File: src/rtl/mini_mips_pkg.sv
// Shared definitions for the MiniMips multi-cycle controller: opcodes, ALUop codes,
// mux select codes, FSM state encoding and the bundled control word.
package mini_mips_pkg;

  localparam logic [3:0] OP_RTYPE = 4'd0;
  localparam logic [3:0] OP_ADDI  = 4'd1;
  localparam logic [3:0] OP_ANDI  = 4'd2;
  localparam logic [3:0] OP_ORI   = 4'd3;
  localparam logic [3:0] OP_LW    = 4'd4;
  localparam logic [3:0] OP_SW    = 4'd5;
  localparam logic [3:0] OP_BEQ   = 4'd6;
  localparam logic [3:0] OP_BNE   = 4'd7;
  localparam logic [3:0] OP_J     = 4'd8;

  localparam logic [2:0] ALUOP_ADD   = 3'b000;
  localparam logic [2:0] ALUOP_SUB   = 3'b001;
  localparam logic [2:0] ALUOP_AND   = 3'b010;
  localparam logic [2:0] ALUOP_OR    = 3'b011;
  localparam logic [2:0] ALUOP_RTYPE = 3'b111;

  localparam logic [1:0] SRCB_REG   = 2'b00;
  localparam logic [1:0] SRCB_ONE   = 2'b01;
  localparam logic [1:0] SRCB_IMM   = 2'b10;
  localparam logic [1:0] SRCB_SHIFT = 2'b11;

  localparam logic [1:0] PCSRC_ALU    = 2'b00;
  localparam logic [1:0] PCSRC_ALUOUT = 2'b01;
  localparam logic [1:0] PCSRC_JUMP   = 2'b10;

  typedef enum logic [3:0] {
    ST_FETCH,
    ST_DECODE,
    ST_EXEC_R,
    ST_WB_R,
    ST_EXEC_I,
    ST_WB_I,
    ST_MEM_ADDR,
    ST_MEM_RD,
    ST_MEM_WB,
    ST_MEM_WR,
    ST_BRANCH,
    ST_JUMP
  } state_e;

  typedef struct packed {
    logic       mem_req;
    logic       mem_read;
    logic       mem_write;
    logic       ir_write;
    logic       i_or_d;
    logic       pc_write;
    logic       pc_write_cond;
    logic       reg_write;
    logic       reg_dst;
    logic       mem_to_reg;
    logic       alu_src_a;
    logic [1:0] alu_src_b;
    logic [1:0] pc_source;
    logic [2:0] alu_op;
  } ctrl_t;

  function automatic logic op_legal(input logic [3:0] op);
    return op <= OP_J;
  endfunction

  function automatic logic [2:0] imm_alu_op(input logic [3:0] op);
    logic [2:0] aop;
    aop = ALUOP_ADD;
    case (op)
      OP_ANDI: aop = ALUOP_AND;
      OP_ORI:  aop = ALUOP_OR;
      default: aop = ALUOP_ADD;
    endcase
    return aop;
  endfunction

endpackage

File: src/rtl/mini_mips_mem_watchdog.sv
// Memory wait-cycle counter: counts stalled request cycles, raises a one-cycle
// timeout when the limit is reached and keeps a sticky bus_error until reset.
module mini_mips_mem_watchdog
  import mini_mips_pkg::*;
#(
  parameter int MEM_TMO = 15
) (
  input  logic clk,
  input  logic reset,
  input  logic mem_req,
  input  logic mem_ready,
  input  logic state_change,
  output logic timeout,
  output logic bus_error
);

  localparam int CNT_W = $clog2(MEM_TMO + 1);
  localparam logic [CNT_W-1:0] CNT_MAX = CNT_W'(MEM_TMO);

  logic [CNT_W-1:0] cnt_q, cnt_d;
  logic             bus_error_q, bus_error_d;

  always_comb begin
    timeout = mem_req && (cnt_q == CNT_MAX);
    cnt_d   = cnt_q;
    if (timeout || state_change || (mem_req && mem_ready)) begin
      cnt_d = '0;
    end else if (mem_req && (cnt_q != CNT_MAX)) begin
      cnt_d = cnt_q + 1'b1;
    end
    bus_error_d = bus_error_q | timeout;
  end

  always_ff @(posedge clk) begin
    if (reset) begin
      cnt_q       <= '0;
      bus_error_q <= 1'b0;
    end else begin
      cnt_q       <= cnt_d;
      bus_error_q <= bus_error_d;
    end
  end

  assign bus_error = bus_error_q;

endmodule

File: src/rtl/mini_mips_main_control.sv
// Multi-cycle MiniMips main control FSM: fetch/decode/execute/memory/writeback
// sequencing, datapath enables and ALUop, with a memory-timeout watchdog.
//
//   state       | meaning
//   ST_FETCH    | read instruction at PC, PC+1 into PC when memory is ready
//   ST_DECODE   | compute branch target, dispatch on opcode
//   ST_EXEC_R   | R-type ALU operation (func field decides)
//   ST_WB_R     | write ALUOut to rd
//   ST_EXEC_I   | immediate ALU operation (add/and/or)
//   ST_WB_I     | write ALUOut to rt
//   ST_MEM_ADDR | compute load/store address
//   ST_MEM_RD   | data read, stall until ready
//   ST_MEM_WB   | write loaded data to rt
//   ST_MEM_WR   | data write, stall until ready
//   ST_BRANCH   | compare registers, load target if condition holds
//   ST_JUMP     | load jump target
module mini_mips_main_control
  import mini_mips_pkg::*;
#(
  parameter int OPCODE_W = 4,
  parameter int MEM_TMO  = 15
) (
  input  logic                clk,
  input  logic                reset,
  input  logic [OPCODE_W-1:0] Opcode,
  input  logic                Zero,
  input  logic                mem_ready,
  output logic                mem_req,
  output logic                MemRead,
  output logic                MemWrite,
  output logic                IRWrite,
  output logic                IorD,
  output logic                PCWrite,
  output logic                PCWriteCond,
  output logic                RegWrite,
  output logic                RegDst,
  output logic                MemtoReg,
  output logic                ALUSrcA,
  output logic [1:0]          ALUSrcB,
  output logic [1:0]          PCSource,
  output logic                ALUop2,
  output logic                ALUop1,
  output logic                ALUop0,
  output logic                illegal_op,
  output logic                bus_error
);

  state_e              state_q, state_d;
  logic [OPCODE_W-1:0] op_q, op_d;
  logic                req_raw, ready_eff, timeout, state_change, bus_error_q;
  logic                illegal;
  ctrl_t               ctrl;

  always_ff @(posedge clk) begin
    if (reset) begin
      state_q <= ST_FETCH;
      op_q    <= '0;
    end else begin
      state_q <= state_d;
      op_q    <= op_d;
    end
  end

  // Opcode is captured once in DECODE so later IR changes cannot disturb execution.
  always_comb begin
    op_d      = (state_q == ST_DECODE) ? Opcode : op_q;
    req_raw   = state_q inside {ST_FETCH, ST_MEM_RD, ST_MEM_WR};
    ready_eff = req_raw && mem_ready && !timeout;
  end

  always_comb begin
    state_d = state_q;
    case (state_q)
      ST_FETCH: begin
        if (timeout)        state_d = ST_FETCH;
        else if (ready_eff) state_d = ST_DECODE;
      end
      ST_DECODE: begin
        case (Opcode)
          OP_RTYPE:                 state_d = ST_EXEC_R;
          OP_ADDI, OP_ANDI, OP_ORI: state_d = ST_EXEC_I;
          OP_LW, OP_SW:             state_d = ST_MEM_ADDR;
          OP_BEQ, OP_BNE:           state_d = ST_BRANCH;
          OP_J:                     state_d = ST_JUMP;
          default:                  state_d = ST_FETCH;
        endcase
      end
      ST_EXEC_R:   state_d = ST_WB_R;
      ST_WB_R:     state_d = ST_FETCH;
      ST_EXEC_I:   state_d = ST_WB_I;
      ST_WB_I:     state_d = ST_FETCH;
      ST_MEM_ADDR: state_d = (op_q == OP_LW) ? ST_MEM_RD : ST_MEM_WR;
      ST_MEM_RD: begin
        if (timeout)        state_d = ST_FETCH;
        else if (ready_eff) state_d = ST_MEM_WB;
      end
      ST_MEM_WB:   state_d = ST_FETCH;
      ST_MEM_WR: begin
        if (timeout || ready_eff) state_d = ST_FETCH;
      end
      ST_BRANCH:   state_d = ST_FETCH;
      ST_JUMP:     state_d = ST_FETCH;
      default:     state_d = ST_FETCH;
    endcase
    state_change = (state_d != state_q) || timeout;
  end

  mini_mips_mem_watchdog #(
    .MEM_TMO(MEM_TMO)
  ) u_watchdog (
    .clk          (clk),
    .reset        (reset),
    .mem_req      (req_raw),
    .mem_ready    (mem_ready),
    .state_change (state_change),
    .timeout      (timeout),
    .bus_error    (bus_error_q)
  );

  always_comb begin
    ctrl    = '0;
    illegal = 1'b0;
    case (state_q)
      ST_FETCH: begin
        ctrl.mem_req   = 1'b1;
        ctrl.mem_read  = 1'b1;
        ctrl.alu_src_b = SRCB_ONE;
        ctrl.alu_op    = ALUOP_ADD;
        ctrl.ir_write  = ready_eff;
        ctrl.pc_write  = ready_eff;
      end
      ST_DECODE: begin
        ctrl.alu_src_b = SRCB_SHIFT;
        ctrl.alu_op    = ALUOP_ADD;
        illegal        = !op_legal(Opcode);
      end
      ST_EXEC_R: begin
        ctrl.alu_src_a = 1'b1;
        ctrl.alu_src_b = SRCB_REG;
        ctrl.alu_op    = ALUOP_RTYPE;
      end
      ST_WB_R: begin
        ctrl.reg_write = 1'b1;
        ctrl.reg_dst   = 1'b1;
      end
      ST_EXEC_I: begin
        ctrl.alu_src_a = 1'b1;
        ctrl.alu_src_b = SRCB_IMM;
        ctrl.alu_op    = imm_alu_op(op_q);
      end
      ST_WB_I: ctrl.reg_write = 1'b1;
      ST_MEM_ADDR: begin
        ctrl.alu_src_a = 1'b1;
        ctrl.alu_src_b = SRCB_IMM;
        ctrl.alu_op    = ALUOP_ADD;
      end
      ST_MEM_RD: begin
        ctrl.mem_req  = 1'b1;
        ctrl.mem_read = 1'b1;
        ctrl.i_or_d   = 1'b1;
      end
      ST_MEM_WB: begin
        ctrl.reg_write  = 1'b1;
        ctrl.mem_to_reg = 1'b1;
      end
      ST_MEM_WR: begin
        ctrl.mem_req   = 1'b1;
        ctrl.mem_write = 1'b1;
        ctrl.i_or_d    = 1'b1;
      end
      ST_BRANCH: begin
        ctrl.alu_src_a = 1'b1;
        ctrl.alu_src_b = SRCB_REG;
        ctrl.alu_op    = ALUOP_SUB;
        ctrl.pc_source = PCSRC_ALUOUT;
        // PCWriteCond already carries the resolved condition, so bne folds in !Zero here.
        ctrl.pc_write_cond = (op_q == OP_BNE) ? !Zero : Zero;
      end
      ST_JUMP: begin
        ctrl.pc_write  = 1'b1;
        ctrl.pc_source = PCSRC_JUMP;
      end
      default: ctrl = '0;
    endcase
    if (timeout) ctrl = '0;
    if (reset) begin
      ctrl    = '0;
      illegal = 1'b0;
    end
  end

  assign mem_req     = ctrl.mem_req;
  assign MemRead     = ctrl.mem_read;
  assign MemWrite    = ctrl.mem_write;
  assign IRWrite     = ctrl.ir_write;
  assign IorD        = ctrl.i_or_d;
  assign PCWrite     = ctrl.pc_write;
  assign PCWriteCond = ctrl.pc_write_cond;
  assign RegWrite    = ctrl.reg_write;
  assign RegDst      = ctrl.reg_dst;
  assign MemtoReg    = ctrl.mem_to_reg;
  assign ALUSrcA     = ctrl.alu_src_a;
  assign ALUSrcB     = ctrl.alu_src_b;
  assign PCSource    = ctrl.pc_source;
  assign ALUop2      = ctrl.alu_op[2];
  assign ALUop1      = ctrl.alu_op[1];
  assign ALUop0      = ctrl.alu_op[0];
  assign illegal_op  = illegal;
  assign bus_error   = bus_error_q && !reset;

endmodule

File: config.mk
export PLATFORM = sky130hd
export DESIGN_NAME = mini_mips_main_control
export DESIGN_NICKNAME = d
export VERILOG_FILES = /design/src/rtl/mini_mips_pkg.sv /design/src/rtl/mini_mips_mem_watchdog.sv /design/src/rtl/mini_mips_main_control.sv
export SDC_FILE = /design/constraint.sdc
export NUM_CORES = 1
export LEC_CHECK = 0
export ABC_AREA = 1
export CELL_PAD_IN_SITES_DETAIL_PLACEMENT = 1
export CELL_PAD_IN_SITES_GLOBAL_PLACEMENT = 1
export CORE_MARGIN = 8
export CORE_UTILIZATION = 35
export DETAILED_ROUTE_END_ITERATION = 8
export PLACE_DENSITY_LB_ADDON = 0.1
export SYNTH_ARGS = -nofsm -noshare
export SYNTH_HDL_FRONTEND = slang
export SYNTH_HIERARCHICAL = 1
export SYNTH_SLANG_ARGS = --single-unit
File: constraint.sdc
create_clock -name clk -period 4.5 [get_ports clk]
set_clock_uncertainty 0.15 [all_clocks]
set_input_delay 0.45 -clock clk [delete_from_list [all_inputs] [get_ports clk]]
set_output_delay 0.45 -clock clk [all_outputs]
set_load 0.02 [all_outputs]
Word level (Yosys, flattened, before mapping)
Memory sizes are Yosys's and may differ from the RTL's.
Index checks and enable logic that the tools add are counted.
Word-level totals
  register bits: 13
  bits in read-only memories: 64
  bits of input ports: 8
  output and inout port bits: 20
  logic and storage cells: 75
  memories: 1
Memory list
  (name not given): words 16, bits a word 4, read ports 1, clocked after memory_dff 0, wr ports 0, RTL line mini_mips_main_control.sv:79  | case (Opcode)
Operators by class
  add/subtract/negate cells: 1
  order comparisons: 1
  equal/unequal tests: 18
  multiplexer cells: 27
  bitwise logic cells: 1
  reductions and logical operators: 22
Operators by type and width (count)
  two-way mux 18 bit: 2
  case mux 4 bit (7 select lines): 1
  == test 4 x 3 -> 1 bit (second input constant): 6
  two-way mux 4 bit: 6
  == test 4 bit (second input constant): 5
  == test 4 x 2 -> 1 bit (second input constant): 4
  two-way mux 1 bit: 13
  case mux 3 bit (3 select lines): 1
  case mux 2 bit (2 select lines): 2
  OR reduction 2 bit: 4
  case mux 2 bit (3 select lines): 1
  OR reduction 3 bit: 2
  logical AND 1 bit: 5
  adder 4 x 1 -> 4 bit (second input constant): 1
  == test 4 x 1 -> 1 bit (second input constant): 1
  less-or-equal comparator 4 bit (second input constant): 1
  zero test 1 bit: 4
  zero test 4 bit: 1
  logical OR 1 bit: 4
  inequality test 4 bit: 1
  inequality test 4 bit (second input constant): 1
  OR reduction 4 bit: 1
  nonzero test 3 bit: 1
  case mux 1 bit (2 select lines): 1
  bitwise OR 1 bit: 1

Logic depth before layout (Yosys ltp)
  depth after elaboration: 13
  depth in mapped cells: 22
  mapped depth without buffers: 20

Modules after synthesis
Netlist, hierarchy kept.
Modules (own cells, without submodules)
  mini_mips_main_control: times used 1, cells an instance 148, area each 839.6 µm², seq. area each 160.2 µm²
  mini_mips_mem_watchdog: times used 1, cells an instance 38, area each 276.5 µm², seq. area each 100.1 µm²

Least setup slack after synthesis
OpenSTA, ideal clock, no wires.
  path kind: flip-flop to output port
  start point: register state_q[1]
  end point: output RegWrite
  arrival: 2493 ps
  required time: 3900 ps
  slack: 1407 ps
  stages on the path, launching flop included: 13
  path through: dfxtp_1 > buf_2 > nand2_1 > inv_1 > nand2_2 > nand3_2 > buf_6 > nand4_2 > inv_2 > nor2_1 > inv_1 > nor4_1 > a311o_1
Between the ends
  word-level cells in the longest chain between the ends: 5
  elaborated cells on any way between the ends: 12
  classes of those cells: eq/ne: 5; mux: 3; reduce/logical: 4
RTL lines
  start: declaration: RTL line mini_mips_main_control.sv:48  | state_e state_q, state_d;
  start signal: assignment: RTL line mini_mips_main_control.sv:59  | state_q <= state_d;
  == test 4 x 3 -> 1 bit, or another cell as far along: RTL line mini_mips_main_control.sv:67  | req_raw = state_q inside {ST_FETCH, ST_MEM_RD, ST_MEM_WR};
  nonzero test 3 bit *: RTL line mini_mips_main_control.sv:67
  via req_raw: RTL line mini_mips_main_control.sv:50  | logic req_raw, ready_eff, timeout, state_change, bus_error_q;
  logical AND 1 bit *: RTL line mini_mips_mem_watchdog.sv:24  | timeout = mem_req && (cnt_q == CNT_MAX);
  via timeout: RTL line mini_mips_main_control.sv:50
  two-way mux 18 bit *: RTL line mini_mips_main_control.sv:185  | if (timeout) ctrl = '0;
  two-way mux 18 bit *: RTL line mini_mips_main_control.sv:186  | if (reset) begin
  end: declaration: RTL line mini_mips_main_control.sv:35  | output logic RegWrite,
The timed path passes the listed nets; every way through them passes the cells marked *.

Worst setup path after layout
  start point: register state_q[0]
  end point: output RegWrite
The elaborated chain is that of the path after synthesis.

==> flow_metrics.tcl <==
set metrics [dict create \
    outcome "finished, final reports clean" \
    cts_resized 0 \
    firstDrtPassIters 5 \
    cts_buffers 3 \
    critPathMaxFanout 9 \
    syn_area_per_cell_um2 6.00 \
    worstPathArrival_ns 3.08 \
    stdcell_area_um2 1440 \
    reg2reg_from "state_q[3]" \
    drtIter0Drc 71 \
    ys_types 31 \
    grt_pass1_vias 1301 \
    hold_path.class "reg -> reg" \
    antenna_found_initial 0 \
    coreArea_um2 3050 \
    die_w_um 72.5 \
    drive_above_1_share_pct 13.6 \
    ir_drop_mv 0.115 \
    hold_path_startpoint "u_watchdog/bus_error" \
    clockBufferDepth 2 \
    cts_sinks 13 \
    endpoint_kind "output pin" \
    cpMaxStageDelayCell "clkdlybuf4s50_1" \
    ant_nets 0 \
    power.leakage_nw 0.617 \
    crit_chain "nor2_1, nand2_1, nand3_2, nand4_2, inv_2, nor2_1, inv_1, nor4_1, a311o_1, clkdlybuf4s50_1" \
    crit_required_ns 3.90 \
    fin_crit_ns 3.68 \
    hold_violations 0 \
    antennaDiodeCount 0 \
    tns_ns 0 \
    cts_tree "built" \
    max_slew_margin_pct 63.6 \
    grt_pass1_wl_mm 5.94 \
    rows 20 \
    syn_area_um2 1120 \
    grt_max_degree 15 \
    final_nets 223 \
    track_usage_pct 14.0 \
    critPathLaunchType "flip-flop" \
    synth_area_leaders "dfxtp_1 (23%), nand2_1 (14%), nor2_1 (13%)" \
    p_per_area_nw_per_um2 240 \
    place_area_um2 1410 \
    synth_seq_cells 13 \
    max_freq_ghz 0.272 \
    clkLatencyLatePin_ns 0.29 \
    path_clk_slew_ns 0.09 \
    cts_hold_buffers 0 \
    area_growth_pct 28.7 \
    drv_cap 0 \
    synthCells 186 \
    setup_viol 0 \
    wl_per_cell_um 13.5 \
    yosys_warnings 6 \
    cts_max_level 1 \
    seq_area_frac_synth_pct 23.3 \
    clockRootBuffer "clkbuf_4" \
    hpwlAfterDp_mm 2.88 \
    slew_viol_final 0 \
    ios 28 \
    holdWs_ns 0.335 \
    synth.net_count 195 \
    die_h_um 72.5 \
    n_fill_cell 432 \
    max_stage_delay_ns 0.60 \
    drc 0 \
    criticalPathCategory "reg -> out" \
    startpoint "state_q[0]" \
    rsz0062_at_grt "false" \
    fin_util_pct 47.0 \
    worst_slew_pin_slew_ns 0.544 \
    grt.overflow.total 0 \
    initial_utilization_pct 36.6 \
    yosysTopAreaCell "dfxtp_1" \
    via_per_inst 5.01 \
    port_buffers 27 \
    crit_top_cell "nor2_1" \
    synth_top_area_share_pct 23.3 \
    gp_congestion 0.886 \
    via_count 1288 \
    postCtsSetupBuffers 0 \
    post-route-period-util_pct 81.8 \
    die_area_um2 5250 \
    wirelength_mm 3.46 \
]
-- registers in the layout (all words and copies together), names as in the netlist --
name,count
op_q,4
state_q,4
u_watchdog/bus_error,1
u_watchdog/cnt_q,4
-- cells in the mapped netlist --
master and count:
nand3_1 8, xnor2_1 1, nand4_1 2, a21oi_2 1
clkbuf_1 1, a31oi_1 4, nor2_1 38, nor4_1 1
nor2_4 2, nand2_2 5, a311o_1 1, a21oi_1 11
o21ai_1 2, ha_1 1, nand4_4 1, nand4_2 1
nand2_4 1, nand3b_1 2, buf_6 2, o22ai_1 1
nor3_1 4, nand3_2 2, buf_2 1, o21a_1 2
o21ai_0 4, inv_1 18, nor2_2 7, or2_1 1
inv_2 6, dfxtp_1 13, nand2_1 42
-- power by group --
group          switching, mW  internal, mW  total [mW]
Sequential            0.0116         0.124       0.136
Clock                 0.0442        0.0344      0.0786
Combinational         0.0804        0.0505       0.131
-- cell usage in the layout, fill, tap and decap left out, types with 2 or more instances in the layout --
cell,instances
a21oi_1,11
a31oi_1,4
clkbuf_4,3
clkdlybuf4s50_1,27
dfxtp_1,13
inv_1,18
inv_2,6
nand2_1,42
nand2_2,5
nand3_1,8
nand3_2,2
nand3b_1,2
nand4_1,2
nor2_1,38
nor2_2,7
nor2_4,2
nor3_1,4
o21a_1,2
o21ai_0,4
o21ai_1,2
-- layout make-up --
cell class	instances	area [um^2]	area share, %
Inverter	24	90.1	6.27
Tap cell	44	55.1	3.83
Timing Repair Buffer	27	270	18.8
Sequential cell	13	260	18.1
Clock buffer	4	26.3	1.83
Multi-Input combinational cell	145	734	51.1
-- critical path, delay by kind of cell, from the launching register on --
kind            cells  cell delay (ns)
compound gates      1             0.17
buf+inv             3             0.91
flops               1             0.50
simple gates        6             1.23
-- kinds of logic (layout without fill, tap and decap cells) --
| group | Yosys count | after routing | share of synthesized area, % |
|---|---|---|---|
| adders and majority gates | 1 | 1 | 1.12 |
| DFF | 13 | 13 | 23.3 |
| buffers and inverters | 28 | 55 | 10.9 |
| and+or+nand+nor | 117 | 117 | 50.4 |
| AOI/OAI and AO/OA | 26 | 26 | 13.5 |
| xor gates and xnor gates | 1 | 1 | 0.785 |
-- metal layers --
metal	GRT usage (%)	vias up	share of wire (%)
met5	0	-	0
met4	3.33	0	0.64
met3	3.58	4	6.8
met2	23.3	46	46
met1	17.4	589	46
li1	-	649	-
-- metrics by stage --
stage | power [mW] | instances | setup WS (ns)
6_report | 0.345 | 257 | 0.819
5_1_grt | 0.372 | 257 | 0.521
2_1_floorplan | 0.232 | 186 | 1.41
3_3_place_gp | 0.266 | 253 | 1.20
4_1_cts | 0.350 | 257 | 0.820
3_5_place_dp | 0.269 | 253 | 1.12
-- final timing paths --
kind / end / slack (ns) / depth (start not counted)
hold / removal: u_watchdog/bus_error / 0.33 / 2
hold reg to reg: u_watchdog/bus_error / 0.33 / 2
setup reg to reg: u_watchdog/cnt_q[3] / 1.66 / 20
setup / recovery: RegWrite / 0.82 / 10
Note: power is estimated with default switching activity, not from simulation.
